--- config.mk ---
export PLATFORM = sky130hd
export DESIGN_NAME = muldiv_unit
export DESIGN_NICKNAME = d
export VERILOG_FILES = /design/src/rtl/muldiv_unit.sv
export SDC_FILE = /design/constraint.sdc
export NUM_CORES = 1
export LEC_CHECK = 0
export ABC_CLOCK_PERIOD_IN_PS = 4100
export CORE_ASPECT_RATIO = 2
export CORE_MARGIN = 2
export CORE_UTILIZATION = 55
export CTS_CLUSTER_SIZE = 40
export DETAILED_ROUTE_END_ITERATION = 16
export PLACE_DENSITY = 0.75
export SLEW_MARGIN = 30
export SYNTH_ARGS = -nofsm -noshare
export SYNTH_HDL_FRONTEND = slang
export SYNTH_SLANG_ARGS = --single-unit
--- constraint.sdc ---
create_clock -name i_clk -period 4.1 [get_ports i_clk]
set_input_delay 0.41 -clock i_clk [delete_from_list [all_inputs] [get_ports i_clk]]
set_output_delay 0.41 -clock i_clk [all_outputs]
set_load 0.02 [all_outputs]
--- src/rtl/muldiv_unit.sv ---
// ---------------------------------------------------------------------------
// muldiv_unit
//
// Iterative integer multiply/divide unit for the RISC-V M extension. It sits
// beside the single-cycle ALU in EX and stalls the pipeline through a
// valid/ready handshake. It produces one result bit per cycle.
//
// Multiply is a shift-add over a 2*XLEN accumulator. Divide is a restoring
// divider with an XLEN+1-bit partial remainder. Both run on operand
// magnitudes. The sign is put back in a single ADJ cycle. A divide by zero
// and the signed-overflow case skip the iteration and finish on the
// accept edge.
//
// Ports
//   i_clk     clock, rising edge
//   i_rst_n   asynchronous active-low reset
//   i_valid   request strobe, sampled only while o_ready=1
//   i_funct3  000 MUL, 001 MULH, 010 MULHSU, 011 MULHU,
//             100 DIV, 101 DIVU, 110 REM,    111 REMU
//   i_rs1     operand A (multiplicand / dividend)
//   i_rs2     operand B (multiplier / divisor)
//   i_ack     consumer takes the result (meaningful while o_valid=1)
//   i_kill    synchronous flush; wins over i_valid and i_ack
//   o_ready   unit idle, can take a request
//   o_valid   o_result holds a finished result
//   o_result  result; forced to zero whenever o_valid=0
// ---------------------------------------------------------------------------
module muldiv_unit #(
    parameter int XLEN  = 32,
    parameter int CNT_W = $clog2(XLEN) + 1
) (
    input  logic            i_clk,
    input  logic            i_rst_n,
    input  logic            i_valid,
    input  logic [2:0]      i_funct3,
    input  logic [XLEN-1:0] i_rs1,
    input  logic [XLEN-1:0] i_rs2,
    input  logic            i_ack,
    input  logic            i_kill,
    output logic            o_ready,
    output logic            o_valid,
    output logic [XLEN-1:0] o_result
);

    typedef enum logic [1:0] {
        S_IDLE,
        S_CALC,
        S_ADJ,
        S_DONE
    } state_t;

    localparam logic [XLEN-1:0]  MIN_VAL  = {1'b1, {(XLEN-1){1'b0}}};
    localparam logic [CNT_W-1:0] LAST_CNT = CNT_W'(XLEN - 1);

    state_t            state_q;
    state_t            state_d;

    logic [2:0]        funct3_q;
    logic [XLEN-1:0]   opnd_q;
    logic [XLEN:0]     hi_q;
    logic [XLEN-1:0]   lo_q;
    logic [CNT_W-1:0]  cnt_q;
    logic              neg_res_q;
    logic              neg_a_q;
    logic [XLEN-1:0]   result_q;

    logic              rs1_signed;
    logic              rs2_signed;
    logic              rs1_neg;
    logic              rs2_neg;
    logic [XLEN-1:0]   rs1_mag;
    logic [XLEN-1:0]   rs2_mag;
    logic              div_zero;
    logic              div_ovf;
    logic              special;
    logic [XLEN-1:0]   special_res;

    logic [XLEN:0]     mul_sum;
    logic [XLEN:0]     div_shift;
    logic [XLEN:0]     div_diff;
    logic              div_ge;

    logic [2*XLEN-1:0] prod;
    logic [2*XLEN-1:0] prod_adj;
    logic [XLEN-1:0]   quot_adj;
    logic [XLEN-1:0]   rem_raw;
    logic [XLEN-1:0]   rem_adj;
    logic [XLEN-1:0]   adj_res;

    // -----------------------------------------------------------------------
    // Request decode. Work out the operand signedness and magnitudes, and
    // spot the cases whose result is known without iterating. Negating the
    // most-negative value wraps back to itself, and read as unsigned that
    // is 2^(XLEN-1), which is the magnitude we want.
    // -----------------------------------------------------------------------
    always_comb begin
        rs1_signed = 1'b0;
        rs2_signed = 1'b0;
        case (i_funct3)
            3'b000, 3'b001, 3'b100, 3'b110: begin
                rs1_signed = 1'b1;
                rs2_signed = 1'b1;
            end
            3'b010:  rs1_signed = 1'b1;
            default: ;
        endcase
    end

    assign rs1_neg  = rs1_signed & i_rs1[XLEN-1];
    assign rs2_neg  = rs2_signed & i_rs2[XLEN-1];
    assign rs1_mag  = rs1_neg ? -i_rs1 : i_rs1;
    assign rs2_mag  = rs2_neg ? -i_rs2 : i_rs2;

    assign div_zero = i_funct3[2] && (i_rs2 == '0);
    assign div_ovf  = i_funct3[2] && !i_funct3[0] &&
                      (i_rs1 == MIN_VAL) && (i_rs2 == '1);
    assign special  = div_zero | div_ovf;

    // funct3[1] separates REM/REMU from DIV/DIVU within the divide group.
    always_comb begin
        special_res = '0;
        if (div_zero) begin
            special_res = i_funct3[1] ? i_rs1 : '1;
        end else if (div_ovf) begin
            special_res = i_funct3[1] ? '0 : i_rs1;
        end
    end

    // -----------------------------------------------------------------------
    // One iteration step.
    // Multiply: lo_q holds the multiplier bits that are still unused. The
    // multiplicand is added into the upper half and the pair shifts right.
    // Divide: lo_q shifts the dividend out from its top bit and collects
    // quotient bits at its bottom. hi_q is the partial remainder. hi_q[XLEN]
    // stays zero in both modes.
    // -----------------------------------------------------------------------
    assign mul_sum   = hi_q + {1'b0, (lo_q[0] ? opnd_q : '0)};
    assign div_shift = {hi_q[XLEN-1:0], lo_q[XLEN-1]};
    assign div_diff  = div_shift - {1'b0, opnd_q};
    assign div_ge    = (div_shift >= {1'b0, opnd_q});

    // -----------------------------------------------------------------------
    // Sign correction and result selection in the ADJ cycle. The quotient
    // takes the sign from the XOR of the operand signs. The remainder takes
    // the sign of the dividend.
    // -----------------------------------------------------------------------
    assign prod     = {hi_q[XLEN-1:0], lo_q};
    assign prod_adj = neg_res_q ? -prod : prod;
    assign quot_adj = neg_res_q ? -lo_q : lo_q;
    assign rem_raw  = hi_q[XLEN-1:0];
    assign rem_adj  = neg_a_q ? -rem_raw : rem_raw;

    always_comb begin
        adj_res = rem_adj;
        case (funct3_q)
            3'b000:                 adj_res = prod_adj[XLEN-1:0];
            3'b001, 3'b010, 3'b011: adj_res = prod_adj[2*XLEN-1:XLEN];
            3'b100, 3'b101:         adj_res = quot_adj;
            default:                adj_res = rem_adj;
        endcase
    end

    // -----------------------------------------------------------------------
    // State register.
    // -----------------------------------------------------------------------
    always_ff @(posedge i_clk or negedge i_rst_n) begin
        if (!i_rst_n) begin
            state_q <= S_IDLE;
        end else begin
            state_q <= state_d;
        end
    end

    // -----------------------------------------------------------------------
    // Next-state logic. A kill takes priority over everything else and
    // sends the unit back to IDLE.
    // -----------------------------------------------------------------------
    always_comb begin
        state_d = state_q;
        if (i_kill) begin
            state_d = S_IDLE;
        end else begin
            case (state_q)
                S_IDLE: if (i_valid) state_d = special ? S_DONE : S_CALC;
                S_CALC: if (cnt_q == LAST_CNT) state_d = S_ADJ;
                S_ADJ:  state_d = S_DONE;
                S_DONE: if (i_ack) state_d = S_IDLE;
                default: state_d = S_IDLE;
            endcase
        end
    end

    // -----------------------------------------------------------------------
    // Outputs. o_result is gated so it reads zero outside DONE.
    // -----------------------------------------------------------------------
    always_comb begin
        o_ready  = (state_q == S_IDLE);
        o_valid  = (state_q == S_DONE);
        o_result = o_valid ? result_q : '0;
    end

    // -----------------------------------------------------------------------
    // Datapath registers. Operands are captured only on the accept edge.
    // After that the inputs may change freely while the unit iterates.
    // -----------------------------------------------------------------------
    always_ff @(posedge i_clk or negedge i_rst_n) begin
        if (!i_rst_n) begin
            funct3_q  <= '0;
            opnd_q    <= '0;
            hi_q      <= '0;
            lo_q      <= '0;
            cnt_q     <= '0;
            neg_res_q <= 1'b0;
            neg_a_q   <= 1'b0;
            result_q  <= '0;
        end else begin
            case (state_q)
                S_IDLE: begin
                    if (i_valid && !i_kill) begin
                        funct3_q  <= i_funct3;
                        neg_res_q <= rs1_neg ^ rs2_neg;
                        neg_a_q   <= rs1_neg;
                        cnt_q     <= '0;
                        hi_q      <= '0;
                        if (i_funct3[2]) begin
                            lo_q   <= rs1_mag;
                            opnd_q <= rs2_mag;
                        end else begin
                            lo_q   <= rs2_mag;
                            opnd_q <= rs1_mag;
                        end
                        if (special) begin
                            result_q <= special_res;
                        end
                    end
                end
                S_CALC: begin
                    if (!i_kill) begin
                        cnt_q <= cnt_q + CNT_W'(1);
                        if (funct3_q[2]) begin
                            hi_q <= div_ge ? div_diff : div_shift;
                            lo_q <= {lo_q[XLEN-2:0], div_ge};
                        end else begin
                            hi_q <= {1'b0, mul_sum[XLEN:1]};
                            lo_q <= {mul_sum[0], lo_q[XLEN-1:1]};
                        end
                    end
                end
                S_ADJ: begin
                    if (!i_kill) begin
                        result_q <= adj_res;
                    end
                end
                default: ;
            endcase
        end
    end

endmodule

==> results by group, run 1 <==
Clock network
  – Post-CTS Setup Inserts: 0
  – Reg clk slew, reported paths: ~0.070 ns
  – CTS Sinks: 142
  – Clock Tree Buf Depth: 2
  – H-tree level count: 4
  – Total CTS buffers: 17
  – Clock Latency Late Sink: 0.46 ns
  – CTS tree: yes
  – Root buf cell: clkbuf_16

Setup path
  – Critical Path RT: 4.43 ns
  – Worst setup EP type: register
  – Max Fanout on Critical Path: 7
  – Worst EP arrival: 4.17 ns
  – CP Launch Type: register
  – Crit path kind: register to register

STA
  – Fin crit period: 3.84 ns
  – F_max: around 0.26 GHz
  – Max_slew headroom: between 20 and 25%
  – Setup TNS: 0 ns
  – Min Hold Slack: 0.482 ns
  – Period utilization: 93.6%
  – Worst-margin pin slew: 1.12 ns
  – Hold Vio Cnt, Final: 0
  – Unrepaired setup endpoints after global routing: no
  – Final setup violation count: 0
  – Clock skew: 0.0125 ns
  – Max Slew Vio Count: 0

Floorplan
  – Die area: 29100 um^2
  – # IOs: 106
  – Num rows: 86
  – Die H: 239 um
  – Core footprint: 27400 um^2
  – Initial Util: between 50 and 60%
  – Die width: 122 um

Pwr
  – Cell leakage power: 0.00744 uW
  – Combinational power share: 68.8%
  – Net Sw Power: 7290 uW
  – Worst VDD drop: 0.000378 V
  – Int Power: 6550 uW
  – Register share of total power: 18.9%
  – Power per cell area: 786 nW/um^2
  – Switching part of the total: approximately 53%
  – Clk pwr share: ~12%

Cells and area
  – Share of cells above drive strength 1: 9.55%
  – Layout Nets: 2272
  – Most frequent cells in the layout: nor2_1, a21oi_1, nand2_1
  – Area delta synth->final: 15.6%
  – Design Area, Final: 17600 um^2
  – Commonest non-fill, non-tap cell in the layout: nor2_1

Routing
  – Detail Route Antenna Nets: 0
  – Post-route DRC: 0
  – Drt pass-1 iters: 9
  – Vias: 16.7k
  – DRT Wirelength: 64000 um
  – DR WL/cell: 25.7 um
  – Vias per std cell: about 6.7
  – Detailed Route Iter0 Violations: 1509

Global routing
  – Largest net degree at the start of global routing: 80
  – Initial antenna violation count: 2
  – GRT Total Usage: 44.2%
  – Gr ovfl total: 0
  – Vias in the first global route: 16.4k
  – First-pass GRT wire length: ~95000 um

Synth
  – Post-Syn Area per Cell: 7.48 um^2
  – Nets in the synthesized netlist: around 2.2k
  – Unique masters post-synth: slightly above 80
  – Synth Cell Area: 15200 um^2
  – Yosys warns: 0
  – Primary FF master, synth: dfrtp_1
  – Area leader, netlist: dfrtp_1
  – Post-synth top area share: 23.3%
  – EDFF count, synth: 0
  – Yosys reg bits: 142
  – FFs w/ async S/R, synth: 100%
  – Register area share after synthesis: about a quarter
  – Largest cells by area after synthesis: dfrtp_1, a21oi_1, ha_1
  – Post-Synthesis Cells: 2036

Hold path
  – Hold Path Class: register to register

Placement
  – Placer congestion estimate: 1.07
  – Post-detail-place hpwl: 50200 um
  – Placed cell area: 17000 um^2
  – Port buffer count: 105

Flow run
  – Max Cap Violations: 0

Outcome
  – Status: finished clean
-- synthesized netlist by cell type, types with 40 or more instances --
| master | number |
|---|---|
| clkbuf_1 | 115 |
| inv_1 | 70 |
| nand3_1 | 51 |
| nand2_1 | 168 |
| ha_1 | 74 |
| a21oi_1 | 191 |
| and2_1 | 43 |
| o21ai_1 | 41 |
| nor2_1 | 224 |
| a21o_1 | 40 |
| dfrtp_1 | 142 |
| xor2_1 | 98 |
| o21ai_0 | 154 |
| xnor2_1 | 105 |
-- through the flow --
| step | cells | worst slack [ns] | total power [uW] | util [%] |
|---|---|---|---|---|
| finish | 2490 | 0.260 | 13800 | 64.2 |
| global route | 2490 | 0.110 | 14600 | 64.2 |
| CTS | 2488 | 0.355 | 13500 | 64.1 |
| detailed placement | 2455 | 0.0766 | 11800 | 61.8 |
| global placement | 2455 | 0.178 | 11600 | 61.8 |
| floorplan | 2036 | 0.764 | 8870 | - |
-- state kept, by name, indices dropped and copies added, names as in the netlist --
name / flops
hi_q: 33
result_q: 32
funct3_q: 3
lo_q: 32
opnd_q: 32
neg_res_q: 1
neg_a_q: 1
cnt_q: 6
state_q: 2
-- area by class of cell --
cell class / instances / area, um^2
repair buffers: 207 / 1840
diodes: 1 / 2.50
fillers: 2523 / 9830
multi-input cells: 1685 / 10900
clock inverters: 13 / 178
well taps: 352 / 440
inverters: 71 / 267
clock buffers: 19 / 443
flip-flops and latches: 142 / 3560
-- path summary, 6_finish.rpt --
check | slack (ns) | end | start | depth (start not counted)
min in group asynchronous | 0.52 | cnt_q[0] | i_rst_n | 2
max in group asynchronous | 2.70 | hi_q[29] | i_rst_n | 3
worst max register to register | 0.26 | hi_q[28] | lo_q[31] | 13
worst min-delay path | 0.48 | opnd_q[10] | opnd_q[10] | 2
worst min register to register | 0.48 | opnd_q[10] | opnd_q[10] | 2
worst max-delay path | 0.26 | hi_q[28] | lo_q[31] | 13
-- power groups by stage --
stage / Clock [uW] / Sequential (uW) / Combinational, uW
6_report: 1700 / 2620 / 9520
5_1_grt: 1750 / 2670 / 10200
4_1_cts: 1700 / 2590 / 9230
3_5_place_dp: 0 / 2610 / 9150
3_3_place_gp: 0 / 2590 / 9030
2_1_floorplan: 0 / 2260 / 6610
-- critical path, cell delays in order, from the launching register on --
cell	delay, ns
dfrtp_1	0.38
inv_1	0.09
ha_1	0.19
inv_1	0.06
fa_1	0.45
a211oi_1	0.32
o21ai_0	0.25
a221oi_1	0.39
o21ai_1	0.35
a21boi_0	0.47
o21bai_1	0.13
xnor2_1	0.21
a221oi_1	0.30
o21ai_0	0.12
-- per-layer routing --
layer | part of all wire, % | global-route usage (%) | vias up
li1 | - | - | 7542
met1 | 32 | 41.7 | 7843
met2 | 49 | 75.8 | 884
met3 | 6.6 | 8.90 | 384
met4 | 13 | 45.4 | 0
met5 | 0 | 0 | -
-- cells by family after synthesis --
family	count (synthesis)	share of synthesized area [%]
xor gates and xnor gates	203	11.7
muxes	58	4.08
DFF	142	23.3
buffers and inverters	209	5.36
AOI/OAI and AO/OA	684	28.2
adders and majority gates	76	6.34
and+or+nand+nor	664	21.0
-- timing repair --
item / 4_1_cts / 5_1_grt
gates resized for setup: 0 / 0
hold endpoints to repair: 12 / 0
hold buffers: 1 / 0
Note: power is estimated with default switching activity, not from simulation.
==> inputs of run 2 (changes only) <==
- ABC_CLOCK_PERIOD_IN_PS: 4100 -> 4640
- clock period: 4.1 -> 4.64 ns (I/O delays scaled with it)
==> results by group, run 2 (synthesis gave the netlist of run 1 again) <==
Cells and area
  – Share of cells above drive strength 1: 7.66% (-1.9 points)
  – Largest register FFs: 33 (unchanged)
  – Filler-free cell count of the finished design: 2441 (-2.0%)
  – Post-route core utilization: 62.7% (-1.5 points)
  – Area delta synth->final: 12.9%
  – Layout Nets: 2223 (-2.2%)
  – Design Area, Final: 17200 um^2 (-2.3%)
  – Commonest non-fill, non-tap cell in the layout: nor2_1
  – Biggest register: hi_q
  – Most frequent cells in the layout: nor2_1, a21oi_1, nand2_1
  – Seq. cell area: 3560 um^2 (unchanged)
  – Area of the multi-input gates: 10900 um^2 (about the same)
  – Fill count: 2609 (+3.4%)

STA
  – Unrepaired setup endpoints after global routing: no
  – Final setup violation count: 0 (unchanged)
  – Fin crit period: 4.20 ns (+0.361 ns)
  – Hold Vio Cnt, Final: 7 (+7)
  – Setup TNS: 0 ns (unchanged)
  – Max_slew headroom: 31.1% (+6.2 points)
  – Period utilization: 90.5% (-3.1 points)
  – F_max: 0.238 GHz (-8.6%)
  – Max Slew Vio Count: 0 (unchanged)
  – Worst-margin pin slew: 1.03 ns (-0.0921 ns)
  – Min Hold Slack: -0.00653 ns (-0.489 ns)
  – Clock skew: 0.0107 ns (-0.00180 ns)

Setup path
  – Critical path buffers and inverters: 1 (-1)
  – Max Fanout on Critical Path: 44 (+37)
  – Crit path largest cell delay: 0.63 ns (+0.16 ns)
  – Worst setup EP type: register
  – Critical Path RT: 4.97 ns (+0.54 ns)
  – Slowest CP cell: a211oi_1
  – CP Cell Sequence: ha_1 > o21a_1 > o31ai_1 > a211oi_1 > o21ai_1 > o31a_1 > o31ai_4 > buf_12 > mux2_2 > a22oi_1 > o21ai_0
  – CP Launch Type: register
  – CP top delay family: compound AO/OA/AOI/OAI gates
  – Worst EP arrival: 4.53 ns (+0.36 ns)
  – Crit path kind: register to register

Outcome
  – Failing checks: negative hold slack
  – Status: finished, violations left

Global routing
  – Largest net degree at the start of global routing: 64 (-20%)
  – Initial antenna violation count: 0 (-2)
  – Vias in the first global route: 16.4k (+0.018%)
  – Gr ovfl total: 0 (unchanged)
  – GRT Total Usage: 45.3% (+1.1 points)
  – First-pass GRT wire length: 97600 um (+2.3%)

Floorplan
  – Die area: 29100 um^2 (unchanged)
  – Die H: 239 um (unchanged)
  – Initial Util: 55.5% (unchanged)
  – Die width: 122 um (unchanged)
  – Num rows: 86 (unchanged)
  – # IOs: 106 (unchanged)
  – Core footprint: 27400 um^2 (unchanged)

Placement
  – Port buffer count: 105 (unchanged)
  – Placed cell area: 16600 um^2 (-2.1%)
  – Post-detail-place hpwl: 50600 um (+0.76%)
  – Number of instances in the placed design: 2408 (-1.9%)
  – Placer congestion estimate: 1.05 (-1.2%)

Routing
  – DRT Wirelength: 65500 um (+2.5%)
  – DR WL/cell: 26.9 um (+4.5%)
  – Vias per std cell: 6.80 (+1.7%)
  – Detail Route Antenna Nets: 0 (unchanged)
  – Drt pass-1 iters: 6 (-3)
  – Vias: 16.6k (-0.34%)
  – Detailed Route Iter0 Violations: 1357 (-10%)
  – Post-route DRC: 0 (unchanged)

Clock network
  – Clock Tree Buf Depth: 2 (unchanged)
  – CTS tree: yes
  – Post-CTS sizing: 0 (unchanged)
  – Clock Latency Late Sink: 0.46 ns (about the same)
  – Total CTS buffers: 17 (unchanged)
  – Root buf cell: clkbuf_16
  – Post-CTS Setup Inserts: 0 (unchanged)
  – Reg clk slew, reported paths: 0.07 ns (about the same)
  – Count of hold-fix buffers inserted at cts: 0 (-1)
  – CTS Sinks: 142 (unchanged)
  – H-tree level count: 4 (unchanged)

Pwr
  – Cell leakage power: 0.00718 uW (-3.4%)
  – Tot Pwr: 12000 uW (-13%)
  – Worst VDD drop: 0.000357 V (-5.5%)
  – Power per cell area: 698 nW/um^2 (-11%)

Hold path
  – Hold Path Class: input port to async pin

Flow run
  – Max Cap Violations: 0 (unchanged)
run 2: cell types whose count changed in the layout (fill, tap and decap cells not counted), moves of 2 or more:
cell / change
inv_8: +5
clkinv_4: -2
bufinv_16: -3
buf_4: -47
run 2: layer usage:
| metal | global-route usage, % | part of all wire, % | up-vias |
|---|---|---|---|
| met5 | 1.79 | 0.10 | - |
| met4 | 43.6 | 12 | 2 |
| met3 | 10.6 | 7.3 | 386 |
| met2 | 77.9 | 49 | 938 |
| met1 | 42.7 | 31 | 7826 |
| li1 | - | - | 7445 |
run 2: worst register-to-register path: cells and delay by family (launching register included):
kind                       cells  cell delay (ns)
AOI/OAI and AO/OA              8             2.40
adders and majority gates      1             0.46
buffers and inverters          1             0.29
DFF                            1             0.55
muxes                          1             0.37
run 2: final timing paths:
kind | from | endpoint | slack [ns] | cells past startpoint
min reg2reg | opnd_q[8] | opnd_q[8] | 0.48 | 2
max reg2reg | hi_q[2] | hi_q[22] | 0.44 | 11
max | hi_q[2] | hi_q[22] | 0.44 | 11
min | i_rst_n | cnt_q[1] | -0.007 | 1
min in group i_clk | i_funct3[2] | funct3_q[2] | 0.40 | 3
max in group asynchronous | i_rst_n | neg_res_q | 3.61 | 2
run 2: layout make-up:
cell class              instances  share of cell area, %
diodes                          1                 0.0146
clock buffers                  18                   2.55
flip-flops and latches        142                   20.7
inverters                      71                   1.55
well taps                     352                   2.56
clock inverters                14                  0.830
multi-input cells            1685                   63.3
repair buffers                158                   8.55
run 2: report_power, final:
group | switching, uW | internal [uW] | total, uW | leakage, uW
registers | 866 | 1650 | 2520 | 0.00182
clock network | 685 | 730 | 1420 | 0.000282
logic | 4960 | 3100 | 8060 | 0.00508
total | 6510 | 5490 | 12000 | 0.00718
run 2: stage by stage:
stage	setup WS (ns)	hold WS (ns)
floorplan	1.30	0.168
global placement	0.642	0.462
detailed placement	0.506	0.467
CTS	0.645	0.0126
global route	0.348	0.0363
finish	0.439	-0.00653
